===== src/rtl/cnn_pkg.sv =====
// cnn_pkg: shared types and constants for the CNN layer engines
// that answer the layer sequencer's run/done handshake.
package cnn_pkg;

  localparam int RUN_PULSE_CYCLES = 1;

  typedef enum logic [2:0] {
    IDLE  = 3'd0,
    RD    = 3'd1,
    DRAIN = 3'd2,
    WR    = 3'd3,
    FIN   = 3'd4
  } maxpool_state_t;

endpackage


===== src/rtl/pool_addr_gen.sv =====
// pool_addr_gen: window-read and pooled-write addresses for the
// 2x2 stride-2 max-pool engine; all arithmetic wraps at ADDR_W bits.
module pool_addr_gen
  import cnn_pkg::*;
#(
  parameter int ADDR_W = 16,
  parameter int DIM_W  = 8
) (
  input  logic [DIM_W-1:0]  c,
  input  logic [DIM_W-1:0]  oy,
  input  logic [DIM_W-1:0]  ox,
  input  logic [1:0]        k,
  input  logic [DIM_W-1:0]  cfg_h,
  input  logic [DIM_W-1:0]  cfg_w,
  input  logic [DIM_W-1:0]  oh,
  input  logic [DIM_W-1:0]  ow,
  input  logic [ADDR_W-1:0] in_base,
  input  logic [ADDR_W-1:0] out_base,
  output logic [ADDR_W-1:0] rd_addr,
  output logic [ADDR_W-1:0] wr_addr
);

  typedef logic [ADDR_W-1:0] addr_t;

  addr_t c_a;
  addr_t h_a;
  addr_t w_a;
  addr_t oh_a;
  addr_t ow_a;
  addr_t oy_a;
  addr_t ox_a;
  addr_t y_a;
  addr_t x_a;

  assign c_a  = addr_t'(c);
  assign h_a  = addr_t'(cfg_h);
  assign w_a  = addr_t'(cfg_w);
  assign oh_a = addr_t'(oh);
  assign ow_a = addr_t'(ow);
  assign oy_a = addr_t'(oy);
  assign ox_a = addr_t'(ox);

  // k[1] selects the lower row of the window, k[0] the right column
  assign y_a = (oy_a << 1) + addr_t'(k[1]);
  assign x_a = (ox_a << 1) + addr_t'(k[0]);

  assign rd_addr = in_base + c_a * h_a * w_a
                 + y_a * w_a + x_a;

  assign wr_addr = out_base + c_a * oh_a * ow_a
                 + oy_a * ow_a + ox_a;

endmodule


===== src/rtl/maxpool_engine.sv =====
// maxpool_engine: 2x2 stride-2 signed max-pool layer engine over a
// channel-major map in shared buffer memory, run/done handshake.
module maxpool_engine
  import cnn_pkg::*;
#(
  parameter int DATA_W = 32,
  parameter int ADDR_W = 16,
  parameter int DIM_W  = 8
) (
  input  logic              clk,
  input  logic              rst_n,
  input  logic              run,
  input  logic [DIM_W-1:0]  cfg_h,
  input  logic [DIM_W-1:0]  cfg_w,
  input  logic [DIM_W-1:0]  cfg_c,
  input  logic [ADDR_W-1:0] in_base,
  input  logic [ADDR_W-1:0] out_base,
  output logic              busy,
  output logic              done,
  output logic              rd_en,
  output logic [ADDR_W-1:0] rd_addr,
  input  logic [DATA_W-1:0] rd_data,
  output logic              wr_en,
  output logic [ADDR_W-1:0] wr_addr,
  output logic [DATA_W-1:0] wr_data
);

  maxpool_state_t state;
  maxpool_state_t state_d;

  logic [DIM_W-1:0]  h_q;
  logic [DIM_W-1:0]  w_q;
  logic [DIM_W-1:0]  c_q;
  logic [DIM_W-1:0]  oh_q;
  logic [DIM_W-1:0]  ow_q;
  logic [ADDR_W-1:0] ib_q;
  logic [ADDR_W-1:0] ob_q;

  logic [DIM_W-1:0]  c_cnt;
  logic [DIM_W-1:0]  oy;
  logic [DIM_W-1:0]  ox;
  logic [1:0]        k;

  logic signed [DATA_W-1:0] acc;
  logic s_vld;
  logic s_first;

  logic empty;
  logic ox_end;
  logic oy_end;
  logic c_end;
  logic last;

  assign empty  = (cfg_h < DIM_W'(2))
               || (cfg_w < DIM_W'(2))
               || (cfg_c == '0);
  assign ox_end = ox == ow_q - DIM_W'(1);
  assign oy_end = oy == oh_q - DIM_W'(1);
  assign c_end  = c_cnt == c_q - DIM_W'(1);
  assign last   = ox_end && oy_end && c_end;

  always_comb begin
    state_d = state;
    unique case (state)
      IDLE: begin
        if (run) begin
          state_d = empty ? FIN : RD;
        end
      end
      RD: begin
        if (k == 2'd3) begin
          state_d = DRAIN;
        end
      end
      DRAIN: state_d = WR;
      WR: state_d = last ? FIN : RD;
      FIN: state_d = IDLE;
      default: state_d = IDLE;
    endcase
  end

  always_ff @(posedge clk or negedge rst_n) begin
    if (!rst_n) begin
      state <= IDLE;
    end else begin
      state <= state_d;
    end
  end

  always_ff @(posedge clk or negedge rst_n) begin
    if (!rst_n) begin
      h_q   <= '0;
      w_q   <= '0;
      c_q   <= '0;
      oh_q  <= '0;
      ow_q  <= '0;
      ib_q  <= '0;
      ob_q  <= '0;
      c_cnt <= '0;
      oy    <= '0;
      ox    <= '0;
      k     <= '0;
    end else begin
      unique case (state)
        IDLE: begin
          if (run) begin
            h_q   <= cfg_h;
            w_q   <= cfg_w;
            c_q   <= cfg_c;
            oh_q  <= cfg_h >> 1;
            ow_q  <= cfg_w >> 1;
            ib_q  <= in_base;
            ob_q  <= out_base;
            c_cnt <= '0;
            oy    <= '0;
            ox    <= '0;
            k     <= '0;
          end
        end
        RD: k <= k + 2'd1;
        WR: begin
          // raster order within a channel, then next channel
          ox <= ox_end ? '0 : ox + DIM_W'(1);
          if (ox_end) begin
            oy <= oy_end ? '0 : oy + DIM_W'(1);
            if (oy_end) begin
              c_cnt <= c_end ? '0 : c_cnt + DIM_W'(1);
            end
          end
        end
        default: ;
      endcase
    end
  end

  // read data lands one cycle after its strobe, so the
  // fold runs one cycle behind the read and ends in DRAIN
  always_ff @(posedge clk or negedge rst_n) begin
    if (!rst_n) begin
      s_vld   <= 1'b0;
      s_first <= 1'b0;
      acc     <= '0;
    end else begin
      s_vld   <= state == RD;
      s_first <= (state == RD) && (k == 2'd0);
      if (s_vld && (s_first || $signed(rd_data) > acc)) begin
        acc <= $signed(rd_data);
      end
    end
  end

  assign busy    = state != IDLE;
  assign done    = state == FIN;
  assign rd_en   = state == RD;
  assign wr_en   = state == WR;
  assign wr_data = acc;

  pool_addr_gen #(
    .ADDR_W (ADDR_W),
    .DIM_W  (DIM_W)
  ) u_addr (
    .c        (c_cnt),
    .oy       (oy),
    .ox       (ox),
    .k        (k),
    .cfg_h    (h_q),
    .cfg_w    (w_q),
    .oh       (oh_q),
    .ow       (ow_q),
    .in_base  (ib_q),
    .out_base (ob_q),
    .rd_addr  (rd_addr),
    .wr_addr  (wr_addr)
  );

endmodule

===== config.mk =====
export PLATFORM = sky130hd
export DESIGN_NAME = maxpool_engine
export DESIGN_NICKNAME = d
export VERILOG_FILES = /design/src/rtl/cnn_pkg.sv /design/src/rtl/pool_addr_gen.sv /design/src/rtl/maxpool_engine.sv
export SDC_FILE = /design/constraint.sdc
export NUM_CORES = 1
export LEC_CHECK = 0
export CAP_MARGIN = 25
export CORE_MARGIN = 2
export CORE_UTILIZATION = 45
export DETAILED_ROUTE_END_ITERATION = 8
export HOLD_SLACK_MARGIN = 0.12
export SYNTH_ARGS = -nofsm -noshare
export SYNTH_HDL_FRONTEND = slang
export SYNTH_SLANG_ARGS = --single-unit

===== constraint.sdc =====
create_clock -name clk -period 29.1 [get_ports clk]
set_input_delay 5.82 -clock clk [delete_from_list [all_inputs] [get_ports clk]]
set_output_delay 5.82 -clock clk [all_outputs]
set_load 0.05 [all_outputs]

==> run_results.csv, run 1 <==
group,metric,value,unit
drt,firstDrtPassIters,5,
timing,drv_slew,0,
clock_tree,cts_buffers,17,
synth,netlist_area,19420,sq um
worst_setup_path,cpMostUsedCell,"fa_1",
pwr,vdd.ir_drop.worst,23.58,uV
floorplanning,io_pins,159,
clock_tree,cts_tree,"done",
floorplanning,rows,76,
synth,yosys-top-cells-area,"fa_1 (33%), dfrtp_1 (15%), ha_1 (12%), inv_1 (8.5%), and2_1 (4.7%)",
synth,yosysSeqAreaShare,15.34,%
place,io_buffers,158,
synth,synthFlopType,"dfrtp_1",
drt,via_per_inst,5.143,
floorplanning,start_util,45.38,%
timing,fin_crit,16720,ps
clock_tree,cts_setup_buffers,0,
floorplanning,die_w,211.7,um
timing,finalSetupTns,0,ps
drt,ant_nets,0,
worst_setup_path,critPathKind,"flop to output port",
timing,finClkSkew,7.393,ps
worst_setup_path,cpPeakStageDelay,710,ps
timing,setup_violations,0,
global_route,gr-usage-met2,40.81,%
global_route,antenna_found_initial,0,
timing,maxSlewHeadroom,29.15,%
drt,wirelength,48500,um
global_route,grt_max_degree,81,
worst_setup_path,crit_fanout,13,
clock_tree,hold_buffers,0,
global_route,track_usage,23.69,%
synth,syn_area_per_cell,9.431,sq um
global_route,grt_pass1_vias,15280,
layout,fin_area,22150,sq um
global_route,busiest_layer,"met2",
floorplanning,dieHeight,211.7,um
worst_setup_path,crit_required,23280,ps
place,gp_congestion,0.8509,
pwr,power.density,23.07,nW/um^2
synth,synth_top_area_share,32.89,%
layout,area_delta_synth_final,14.05,%
layout,finalNetCount,2779,
timing,final-hold-violation-count,0,
layout,nFillCells,4026,
synth,yosysTopAreaCell,"fa_1",
place,placed_cell_area,21550,sq um
status,status,"finished, final reports clean",
synth,syn_nets,2661,
clock_tree,clock_latency,470,ps
drt,drc,0,
global_route,grt_util_met1,30.93,%
synth,ys_async_sr_fraction,100.0,%
timing,hold-worst-slack,504.3,ps
synth,ys_ff_latch,119,
worst_setup_path,cp_slowest_cell,"clkdlybuf4s50_1",
place,dp_cells,2704,
drt,wire_per_inst,17.73,um
synth,synth_cells,2059,
worst_setup_path,arrival,10900,ps
drt,drt_iter0_drc,721,
layout,antenna_cells,0,
timing,max_slew.worst_pin.slew,1055,ps
floorplanning,core,42790,sq um
drt,num_vias,14070,
clock_tree,cts.htree.levels,4,
pwr,power,0.0005109,W
clock_tree,ctsResizeCount,0,
synth,ys_types,56,
global_route,grt_overflow,0,
timing,rsz0062_at_grt,"no",
place,dpl.hpwl,38720,um
global_route,met3_usage,3.753,%
worst_setup_path,critPathCaptureType,"output port",
timing,timing.fmax,0.05982,GHz
layout,fin_cells,2735,
synth,synth_warnings,0,
global_route,grt_pass1_wl,81240,um
flow_run,maxCapViolCount,0,
floorplanning,die_area,44830,sq um
clock_tree,cts-root-buf,"clkbuf_16",
worst_setup_path,start_kind,"flop",
clock_tree,clockBufferDepth,2,
timing,period_share,57.44,%
synth,synth_edf_count,0,
clock_tree,clk_pin_slew,60,ps
layout,drive_above_1_share,4.340,%
pwr,leakagePower,11.07,nW
worst_hold_path,hp-class,"flop to flop",
clock_tree,cts_num_sinks,119,
==> cell type report <==
cell class              count  area [sq um]  share of cell area [%]
flip-flops and latches    119          2979                   13.45
inverters                 438          1644                   7.423
multi-input cells        1429         14540                   65.63
clock inverters            13         158.9                  0.7175
clock buffers              18         439.2                   1.983
repair buffers            172          1708                   7.711
well taps                 546         683.2                   3.085
==> report_power, final <==
part	internal [W]	switching [W]
logic	0.0000470	0.0000597
clock network	0.000130	0.0000941
registers	0.000174	0.00000578
==> state kept, by name, indices dropped and copies added, names as in the netlist <==
register  count
s_first       1
c_cnt         8
ib_q         16
state         3
c_q           8
ob_q         16
oy            8
wr_data      32
w_q           8
k             2
s_vld         1
h_q           8
ox            8
==> path summary, 6_finish.rpt <==
check	startpoint	to	slack, ps	depth (start not counted)
setup reg to reg	w_q[2]	c_cnt[2]	25100	12
hold reg to reg	state[2]	state[1]	500	1
setup / recovery	c_cnt[5]	wr_addr[15]	12380	32
min in group asynchronous	rst_n	c_q[6]	5400	1
hold / removal	state[2]	state[1]	500	1
max in group asynchronous	rst_n	ib_q[8]	22620	2
==> synthesized netlist by cell type (all sizes together) (2+ instances only) <==
cell type  number
a211o           3
a211oi          3
a21boi          4
a21o           24
a21oi          33
a31oi          10
and2          146
and3           27
buf             6
clkbuf         67
dfrtp         119
fa            319
ha            192
inv           438
mux2           70
nand2         205
nand2b         15
nand3          17
nand3b          4
nand4          14
nor2           60
nor2b          13
nor3           22
nor4            9
nor4b           2
o2111a          3
o21a           10
o21ai          78
o21bai          6
o22ai           2
o31ai           3
o41ai           2
or2             2
or3             7
or4             2
xnor2          82
xnor3           2
xor2           26
==> per-stage QoR <==
step                      setup WS, ps  utilization (%)
after floorplan                  13730                -
after global placement           13010            50.30
after detailed placement         12770            50.36
after CTS                        12240            51.76
after global routing             11790            51.76
final                            12380            51.76
==> layout by cell type, fill, tap and decap left out, types with 49 or more instances in the layout <==
cell type,count
and2_1,145
clkdlybuf4s50_1,157
dfrtp_1,118
fa_1,319
ha_1,192
inv_1,438
nand2_1,205
nor2_1,60
o21ai_0,49
xnor2_1,81
==> metal layers <==
layer | vias up | wire length [um]
met3 | 57 | 2035
met5 | - | 0
met4 | 0 | 1046
met2 | 321 | 24170
li1 | 6593 | -
met1 | 7096 | 21250
==> worst max-delay path: cells and delay by family, from the launching register on <==
kind	cells	cell delay, ps
adder cells (fa/ha/maj)	12	5790
AO/OA/AOI/OAI	5	1310
buffers and inverters	9	1260
XOR/XNOR	2	1090
flip-flops	1	530
AND/OR/NAND/NOR	4	410
==> cell families after synthesis <==
| kind of cell | Yosys count | synth area share, % |
|---|---|---|
| AND/OR/NAND/NOR | 545 | 13.96 |
| buffers and inverters | 511 | 9.903 |
| adder cells (fa/ha/maj) | 511 | 45.26 |
| AO/OA/AOI/OAI | 193 | 6.347 |
| flip-flops | 119 | 15.34 |
| XOR/XNOR | 110 | 5.142 |
| multiplexers | 70 | 4.059 |
Note: power is estimated with default switching activity, not from simulation.
==> run 2: changes to the inputs <==
--- a/config.mk
+++ b/config.mk
@@ -10,6 +10,7 @@
 export CORE_UTILIZATION = 45
 export DETAILED_ROUTE_END_ITERATION = 8
 export HOLD_SLACK_MARGIN = 0.12
+export PLACE_DENSITY = 0.67
 export SYNTH_ARGS = -nofsm -noshare
 export SYNTH_HDL_FRONTEND = slang
 export SYNTH_SLANG_ARGS = --single-unit
==> constraint.sdc (replaced) <==
create_clock -name clk -period 14.38 [get_ports clk]
set_input_delay 2.876 -clock clk [delete_from_list [all_inputs] [get_ports clk]]
set_output_delay 2.876 -clock clk [all_outputs]
set_load 0.05 [all_outputs]
==> run_results.csv, run 2 (synthesis gave the netlist of run 1 again) <==
group,metric,value,unit
status,status,"finished, final reports clean",
worst_hold_path,hp-start,"wr_data[3]",
clock_tree,clock_latency,470,ps
worst_setup_path,cp_slowest_cell,"clkdlybuf4s50_1",
floorplanning,rows,76,
worst_setup_path,r2r_slack,10460,ps
worst_hold_path,hp-class,"flop to flop",
worst_setup_path,worst_r2r_endpoint,"c_cnt[2]",
drt,num_vias,14220,
clock_tree,cts_buffers,17,
flow_run,maxCapViolCount,0,
drt,firstDrtPassIters,5,
timing,rsz0062_at_grt,"no",
global_route,grt_pass1_vias,15530,
floorplanning,start_util,45.38,%
layout,area_delta_synth_final,14.38,%
pwr,vdd.ir_drop.worst,71.41,uV
clock_tree,ctsResizeCount,0,
clock_tree,cts_num_sinks,119,
timing,max_slew.worst_pin.slew,1012,ps
timing,maxSlewHeadroom,32.51,%
timing,timing.fmax,0.07269,GHz
drt,ant_nets,0,
worst_setup_path,arrival,10880,ps
place,dpl.hpwl,38390,um
layout,drive_above_1_share,4.471,%
timing,finClkSkew,15.33,ps
layout,final_cell_mix,"inv_1 (438), fa_1 (319), nand2_1 (205)",
drt,met2_length,24570,um
timing,hold-worst-slack,511.9,ps
worst_setup_path,rr_startpoint,"w_q[1]",
timing,fin_crit,13760,ps
worst_hold_path,hold_depth,1,
clock_tree,cts_tree,"done",
worst_setup_path,cpMostUsedCell,"fa_1",
worst_setup_path,cpPeakStageDelay,870,ps
timing,period_share,95.66,%
drt,wirelength,48720,um
layout,mostFrequentLayoutCell,"inv_1",
clock_tree,hold_buffers,0,
floorplanning,dieHeight,211.7,um
clock_tree,clk_pin_slew,60,ps
global_route,grt_max_degree,80,
floorplanning,die_w,211.7,um
floorplanning,core,42790,sq um
layout,fin_area,22210,sq um
worst_setup_path,start_kind,"flop",
worst_setup_path,crit_fanout,13,
drt,drt-met1-wl,21160,um
global_route,track_usage,23.47,%
floorplanning,die_area,44830,sq um
pwr,power.density,48.28,nW/um^2
clock_tree,clockBufferDepth,2,
pwr,leakagePower,11.11,nW
layout,largest_register_ffs,32,
worst_setup_path,crit_required,11500,ps
timing,setup_violations,0,
drt,wire_per_inst,17.79,um
worst_setup_path,critPathKind,"flop to output port",
drt,dr.max_layer_used,"met4",
place,gp_congestion,0.8756,
drt,met3_length,1940,um
global_route,grt_overflow,0,
floorplanning,io_pins,159,
clock_tree,cts.htree.levels,4,
drt,drc,0,
worst_setup_path,reg2reg_depth,12,
worst_setup_path,critPathCaptureType,"output port",
drt,drt_iter0_drc,801,
drt,via_per_inst,5.191,
timing,final-hold-violation-count,0,
timing,drv_slew,0,
clock_tree,cts-root-buf,"clkbuf_16",
clock_tree,cts_setup_buffers,0,
layout,finalNetCount,2781,
timing,finalSetupTns,0,ps
place,io_buffers,158,
global_route,grt_pass1_wl,81170,um
global_route,antenna_found_initial,0,
place,placed_cell_area,21570,sq um
worst_hold_path,min_to,"wr_data[3]",
-- run 2: cell types whose count changed in the layout (fill, tap and decap cells not counted), sizes merged --
cell      before  now
clkinv         0    3
bufinv         2    4
buf           15   17
inv          447  445
clkinvlp       2    0
diode          0    1
-- run 2: how the worst max path moves through the flow --
stage               startpoint     endpoint  slack, ps  cells past startpoint
floorplan             c_cnt[4]  rd_addr[15]       1950                     36
global placement      c_cnt[5]  rd_addr[15]       1240                     37
global route          c_cnt[5]  rd_addr[15]         40                     37
finish                c_cnt[4]  rd_addr[15]        620                     36
CTS                   c_cnt[5]  rd_addr[15]        550                     37
detailed placement    c_cnt[4]  rd_addr[15]       1080                     36
-- run 2: stage by stage --
stage               power [W]  util [%]  worst slack (ps)  cells
floorplan           0.0004951         -              1951   2059
global placement    0.0005793     50.33              1243   2705
detailed placement  0.0005878     50.40              1085   2706
CTS                  0.001084     51.90             551.8   2738
global route         0.001113     51.90             43.66   2738
finish               0.001072     51.90             623.6   2739
-- run 2: layout make-up --
class | instances | area, sq um
clock buffer | 18 | 429.2
antenna | 1 | 2.502
sequential | 119 | 2980
inverter | 438 | 1644
fill | 3903 | 20580
tap | 546 | 683.2
timing repair buffer | 174 | 1723
multi-input combinational | 1429 | 14540
clock inverter | 14 | 212.7
-- run 2: power breakdown --
part | leakage (nW) | total, W | internal [W] | switching (W)
Clock | 0.314 | 0.000493 | 0.000296 | 0.000197
Sequential | 1.43 | 0.000364 | 0.000352 | 0.0000120
Combinational | 9.36 | 0.000216 | 0.0000951 | 0.000121
Total | 11.1 | 0.00107 | 0.000742 | 0.000330
-- run 2: worst max-delay path: cells and delay by family, from the launching register on --
kind | cells | cell delay (ps)
adder cells (fa/ha/maj) | 11 | 5210
XOR/XNOR | 11 | 2040
buffers and inverters | 7 | 1190
AO/OA/AOI/OAI | 4 | 860
AND/OR/NAND/NOR | 3 | 600
flip-flops | 1 | 530
-- run 2: layer usage --
metal	GRT usage, %	vias up
li1	-	6602
met1	30.39	7229
met2	40.82	322
met3	3.278	65
met4	7.091	0
met5	0	-
